`src/rtl/led_sched_pkg.sv`:
```
// Shared types and helpers for the LED blink-code scheduler.
//   state_t      : sequencer states (IDLE, ON, OFF, GAP)
//   ms_to_cycles : converts a millisecond duration into clock cycles,
//                  never returning less than one cycle so every phase is
//                  at least one clock long.
package led_sched_pkg;

  typedef enum logic [1:0] {
    IDLE = 2'd0,
    ON   = 2'd1,
    OFF  = 2'd2,
    GAP  = 2'd3
  } state_t;

  function automatic logic [31:0] ms_to_cycles(input longint unsigned freq_hz,
                                               input longint unsigned ms);
    longint unsigned c;
    c = (freq_hz / 64'd1000) * ms;
    if (c < 64'd1) c = 64'd1;
    // The phase timer is 32 bits wide; saturate rather than wrap.
    if (c > 64'd4294967295) c = 64'd4294967295;
    return c[31:0];
  endfunction

endpackage

```
`src/rtl/rr_arbiter.sv`:
```
// Round-robin arbiter with a registered priority pointer.
//   clk, reset : clock and asynchronous active-high reset
//   req        : per-requester request vector
//   advance    : accept the current winner; moves the pointer past it
//   grant      : one-hot winner (combinational, zero when no request)
//   grant_idx  : binary index of the winner
// The pointer names the highest-priority requester. After a grant it moves
// to the index just past the winner, wrapping from N-1 back to 0.
module rr_arbiter #(
  parameter int N = 4
) (
  input  logic                 clk,
  input  logic                 reset,
  input  logic [N-1:0]         req,
  input  logic                 advance,
  output logic [N-1:0]         grant,
  output logic [$clog2(N)-1:0] grant_idx
);

  localparam int IW = $clog2(N);

  logic [IW-1:0] ptr;
  logic          found;
  int            idx;

  // Scan N positions starting at the pointer; the first active request wins.
  always_comb begin
    grant     = '0;
    grant_idx = '0;
    found     = 1'b0;
    idx       = 0;
    for (int k = 0; k < N; k++) begin
      idx = int'(ptr) + k;
      if (idx >= N) idx = idx - N;
      if (!found && req[idx]) begin
        found          = 1'b1;
        grant[idx]     = 1'b1;
        grant_idx      = IW'(idx);
      end
    end
  end

  always_ff @(posedge clk or posedge reset) begin
    if (reset) begin
      ptr <= '0;
    end else if (advance && found) begin
      ptr <= (grant_idx == IW'(N - 1)) ? '0 : grant_idx + 1'b1;
    end
  end

endmodule

```
`src/rtl/led_code_scheduler.sv`:
```
// Shares one status LED between NUM_REQ requesters, each posting a blink
// code (a pulse count). A round-robin arbiter picks one code at a time;
// the sequencer plays N on/off pulses, then a dark gap, then frees the LED.
//   clk, reset : clock and asynchronous active-high reset
//   req_valid  : per-requester code valid (held until req_ready)
//   req_count  : packed pulse counts, requester i at [i*CNT_W +: CNT_W]
//   req_ready  : one-hot accept strobe, only while idle (combinational)
//   done       : one-cycle pulse for the requester whose code just ended
//   busy       : high while a code is playing
//   active_id  : index of the current or most recently granted requester
//   led        : registered LED drive
module led_code_scheduler
  import led_sched_pkg::*;
#(
  parameter int FREQ_HZ = 100000000,
  parameter int NUM_REQ = 4,
  parameter int CNT_W   = 4,
  parameter int ON_MS   = 200,
  parameter int OFF_MS  = 200,
  parameter int GAP_MS  = 1000
) (
  input  logic                       clk,
  input  logic                       reset,
  input  logic [NUM_REQ-1:0]         req_valid,
  input  logic [NUM_REQ*CNT_W-1:0]   req_count,
  output logic [NUM_REQ-1:0]         req_ready,
  output logic [NUM_REQ-1:0]         done,
  output logic                       busy,
  output logic [$clog2(NUM_REQ)-1:0] active_id,
  output logic                       led
);

  localparam int          ID_W  = $clog2(NUM_REQ);
  localparam logic [31:0] ON_C  = ms_to_cycles(64'(FREQ_HZ), 64'(ON_MS));
  localparam logic [31:0] OFF_C = ms_to_cycles(64'(FREQ_HZ), 64'(OFF_MS));
  localparam logic [31:0] GAP_C = ms_to_cycles(64'(FREQ_HZ), 64'(GAP_MS));

  state_t            state, state_nxt;
  logic [31:0]       timer, timer_nxt;
  logic [CNT_W-1:0]  pulses, pulses_nxt;
  logic              busy_nxt;
  logic              led_nxt;
  logic [ID_W-1:0]   active_nxt;

  logic [NUM_REQ-1:0] grant;
  logic [ID_W-1:0]    grant_idx;
  logic [CNT_W-1:0]   grant_count;
  logic               in_idle;
  logic               take;
  logic               expire;

  assign in_idle = (state == IDLE);
  assign take    = in_idle && (|req_valid);
  // Timer holds the cycles left in the current phase, including this one.
  assign expire  = (timer == 32'd1);

  rr_arbiter #(
    .N (NUM_REQ)
  ) u_arb (
    .clk       (clk),
    .reset     (reset),
    .req       (req_valid),
    .advance   (take),
    .grant     (grant),
    .grant_idx (grant_idx)
  );

  assign req_ready   = in_idle ? grant : '0;
  assign grant_count = req_count[int'(grant_idx)*CNT_W +: CNT_W];

  // done is decoded from registered state, so it cannot glitch and drops
  // immediately when reset forces the state back to IDLE.
  assign done = (state == GAP && expire) ? (NUM_REQ'(1) << active_id) : '0;

  always_comb begin
    state_nxt  = state;
    timer_nxt  = timer;
    pulses_nxt = pulses;
    busy_nxt   = busy;
    active_nxt = active_id;
    case (state)
      IDLE: begin
        if (take) begin
          active_nxt = grant_idx;
          busy_nxt   = 1'b1;
          if (grant_count != '0) begin
            state_nxt  = ON;
            timer_nxt  = ON_C;
            pulses_nxt = grant_count;
          end else begin
            state_nxt  = GAP;
            timer_nxt  = GAP_C;
            pulses_nxt = '0;
          end
        end
      end
      ON: begin
        if (expire) begin
          pulses_nxt = pulses - 1'b1;
          if (pulses > CNT_W'(1)) begin
            state_nxt = OFF;
            timer_nxt = OFF_C;
          end else begin
            state_nxt = GAP;
            timer_nxt = GAP_C;
          end
        end else begin
          timer_nxt = timer - 32'd1;
        end
      end
      OFF: begin
        if (expire) begin
          state_nxt = ON;
          timer_nxt = ON_C;
        end else begin
          timer_nxt = timer - 32'd1;
        end
      end
      GAP: begin
        if (expire) begin
          state_nxt = IDLE;
          timer_nxt = '0;
          busy_nxt  = 1'b0;
        end else begin
          timer_nxt = timer - 32'd1;
        end
      end
      default: begin
        state_nxt = IDLE;
        timer_nxt = '0;
        busy_nxt  = 1'b0;
      end
    endcase
    // LED register follows the next state, so it lights on the cycle
    // after the grant and tracks each phase exactly.
    led_nxt = (state_nxt == ON);
  end

  always_ff @(posedge clk or posedge reset) begin
    if (reset) begin
      state     <= IDLE;
      timer     <= '0;
      pulses    <= '0;
      busy      <= 1'b0;
      led       <= 1'b0;
      active_id <= '0;
    end else begin
      state     <= state_nxt;
      timer     <= timer_nxt;
      pulses    <= pulses_nxt;
      busy      <= busy_nxt;
      led       <= led_nxt;
      active_id <= active_nxt;
    end
  end

endmodule

```
`config.mk`:
```
export PLATFORM = sky130hd
export DESIGN_NAME = led_code_scheduler
export DESIGN_NICKNAME = d
export VERILOG_FILES = /design/src/rtl/led_sched_pkg.sv /design/src/rtl/rr_arbiter.sv /design/src/rtl/led_code_scheduler.sv
export SDC_FILE = /design/constraint.sdc
export NUM_CORES = 1
export LEC_CHECK = 0
export ABC_AREA = 1
export CAP_MARGIN = 5
export CORE_MARGIN = 1
export CORE_UTILIZATION = 55
export CTS_CLUSTER_DIAMETER = 150
export DETAILED_ROUTE_END_ITERATION = 8
export GPL_TIMING_DRIVEN = 0
export PLACE_DENSITY = 0.77
export SLEW_MARGIN = 20
export SYNTH_ARGS = -nofsm -noshare
export SYNTH_HDL_FRONTEND = slang
export SYNTH_SLANG_ARGS = --single-unit
```
`constraint.sdc`:
```
create_clock -name clk -period 3.5 [get_ports clk]
set_clock_uncertainty 0.15 [all_clocks]
set_input_delay 0.525 -clock clk [delete_from_list [all_inputs] [get_ports clk]]
set_output_delay 0.525 -clock clk [all_outputs]
set_load 0.005 [all_outputs]
```
==> flow_metrics.py <==
metrics = {
    "outcome": {
        "outcome": "finished, final reports clean",
    },
    "floorplanning": {
        "rows": 28,
        "die_area_um2": 6740,
        "ioPinCount": 34,
        "core-area_um2": 6060,
        "die-width_um": 82.1,
        "initial_core_util_pct": 58.2,
        "die_h_um": 82.1,
    },
    "grt": {
        "grt_first_pass_wirelength_mm": 14.6,
        "grt_busiest_layer": "met2",
        "gr-total-overflow": 0,
        "grt_util_met3_pct": 3.74,
        "use_met1_pct": 40.8,
        "met2_usage_pct": 45.4,
        "antenna_found_initial": 0,
        "grt_max_degree": 27,
        "grt_pass1_vias": 3166,
        "grt_usage_pct": 28.7,
    },
    "clocking": {
        "htree_levels": 2,
        "numCtsBuffers": 5,
        "path_clk_slew_ps": 80,
        "insertion_delay_ps": 300,
        "clock-sinks": 44,
        "cts.path.max_buffers": 2,
        "cts_setup_buffers": 0,
        "cts_tree": "done",
        "cts-root-buf": "clkbuf_8",
        "ctsHoldBuffers": 0,
    },
    "sta": {
        "finalWorstSetupSlack_ps": 214,
        "rsz0062_at_grt": "false",
        "fin_crit_sh_pct": 93.9,
        "clock.fmax_mhz": 304,
        "finalMaxSlewViolations": 0,
        "relSlewSlack_pct": 58.4,
        "holdWs_ps": 356,
        "fin_crit_ps": 3290,
        "setup_tns_ps": 0,
        "tightest_slew_ps": 619,
        "hold_viol": 0,
        "setup_violations": 0,
    },
    "logic_synthesis": {
        "ys_warn_count": 0,
        "synth.top_cell.area_share_pct": 31.2,
        "synth_top_area_cell": "dfrtp_1",
        "synth_edf_count": 0,
        "syn_avg_cell_area_um2": 6.89,
        "synth.distinct_cells": 42,
        "syn-num-nets": 547,
        "synthTopCellsByArea": "dfrtp_1 (31%), nand2_1 (11%), inv_1 (7.9%), nor2_1 (7.2%), nand3_1 (5.1%)",
        "synth_flop_cell": "dfrtp_1",
        "synthCells": 512,
        "ys_seq_area_share_pct": 31.2,
        "ys_ff_latch": 44,
        "synthArstFlopShare_pct": 100,
        "syn_area_um2": 3530,
    },
    "setup_path": {
        "cp.arrival_ps": 2610,
        "cp_data_required_time_ps": 2820,
        "rrSetupSlack_ps": 740,
        "crit_fanout": 5,
        "cp_common_cell": "inv_1",
        "crit_type": "reg2out",
        "cp-start-kind": "flop",
        "crit_path_end_kind": "output pin",
        "cpMaxStageDelayCell": "clkdlybuf4s50_1",
        "max_stage_delay_ps": 540,
        "crit_chain": "nor2_2, nand2_1, inv_1, nand2_1, nor4_4, inv_1, nor2_1, inv_1, nor3_1, clkdlybuf4s50_1",
    },
    "run": {
        "max-cap-violations": 0,
    },
    "detailed_routing": {
        "vias_per_cell": 5.43,
        "first_iter_violations": 235,
        "drcViolationCount": 0,
        "routed_wl_mm": 8.88,
        "vias": 3408,
        "route.antenna.remaining_nets": 0,
        "first_pass_iters": 5,
        "wl_per_cell_um": 14.1,
    },
    "hold_path": {
        "min_path_type": "reg2reg",
    },
    "finish": {
        "n_antenna_cell": 0,
        "fin_cells": 628,
        "drive_above_1_share_pct": 9.40,
        "nFillCells": 540,
        "num-nets-final": 588,
        "area.growth.synth_to_final_pct": 15.5,
    },
    "pwr": {
        "powerDensity_nw_per_um2": 959,
        "power.leakage_nw": 1.99,
        "vdd_drop_max_mv": 0.692,
    },
    "placed_design": {
        "dp.cells": 621,
        "place.gp.congestion": 0.942,
        "pre_cts_ws_ps": 333,
        "numPortBuffers": 33,
        "hpwl_mm": 6.95,
    },
}
-- cells in the final DEF, fill, tap and decap left out, types with 2 or more instances in the layout --
master and instances:
ha_1 13, a21oi_2 7, or2_2 2, o21ai_1 4, nand2_1 104, xor2_1 16, nor2_1 68, dfrtp_1 44
nand4_1 8, o211ai_1 2, nand2_2 6, inv_2 4, clkbuf_8 5, o31ai_1 3, nand2_4 3, o22ai_1 11
clkbuf_1 6, nor2_2 7, nor2_4 2, nand3_1 35, nand3b_1 9, nand3_2 4, xnor2_1 7, nor3_1 13
nor4_1 2, clkdlybuf4s50_1 33, o21ai_0 25, a21oi_1 19, inv_1 72
-- critical path: cells and delay by family, from the launching register on --
kind	cells	cell delay, ps
AND/OR/NAND/NOR	6	1080
buffers and inverters	4	800
flip-flops	1	440
-- logic make-up after synthesis --
group | synth area share, %
compound gates | 13.3
xor+xnor | 5.71
fa+ha+maj | 4.61
buf+inv | 9.61
flops | 31.2
simple gates | 35.5
-- registers in the layout, summed over array words and instances, names as in the netlist --
signal / cells
active_id: 2
busy: 1
led: 1
pulses: 4
state: 2
timer: 32
u_arb.ptr: 2
-- final cells by class --
cell class              count  area (um^2)  share of cell area [%]
multi-input cells         382         2110                    51.9
flip-flops and latches     44         1100                    27.0
repair buffers             34          350                    8.59
inverters                  79          304                    7.46
well taps                  75         93.8                    2.30
clock buffers               6         72.6                    1.78
plain buffers               7         35.0                   0.859
clock inverters             1         5.00                   0.123
-- final timing paths --
path                           start        end  depth (start not counted)
max                         timer[4]    done[3]                         10
min                        timer[30]  timer[30]                          1
max reg2reg                 state[0]  pulses[1]                         12
min reg2reg                timer[30]  timer[30]                          1
max in group asynchronous      reset        led                          3
min in group asynchronous      reset  timer[16]                          2
-- per-layer routing --
| metal | share of wire [%] | routed length [um] |
|---|---|---|
| met1 | 49 | 4370 |
| met2 | 45 | 4020 |
| met3 | 4.3 | 386 |
| met4 | 1.1 | 100 |
| met5 | 0 | 0 |
-- Yosys cell counts, drive strengths merged, types with 2 or more instances --
master / instances
nand2: 113
buf: 2
nor2: 77
dfrtp: 44
o211ai: 2
nor3: 13
nand3b: 9
o22ai: 12
ha: 13
a21oi: 26
nand3: 40
o21ai: 30
xnor2: 7
xor2: 16
o31ai: 3
clkbuf: 5
nor4: 3
nand4: 9
inv: 78
or2: 2
-- timing repair --
action                                  in CTS  in global routing
hold endpoints to repair                     0                  0
endpoints found under the setup margin       0                  8
gates resized for setup                      0                  6
-- per-stage QoR --
| stage | area, um^2 | util [%] | total power, W |
|---|---|---|---|
| floorplan | 3530 | - | 0.00290 |
| CTS | 4050 | 66.8 | 0.00386 |
| global placement | 3950 | 65.2 | 0.00347 |
| detailed placement | 3970 | 65.5 | 0.00354 |
| finish | 4080 | 67.3 | 0.00391 |
| global route | 4080 | 67.3 | 0.00429 |
-- where the power goes --
part           switching (W)  total [W]  internal [W]
clock network       0.000169   0.000305      0.000136
registers           0.000160   0.000856      0.000696
logic                0.00178    0.00275      0.000968
Note: power is estimated with default switching activity, not from simulation.
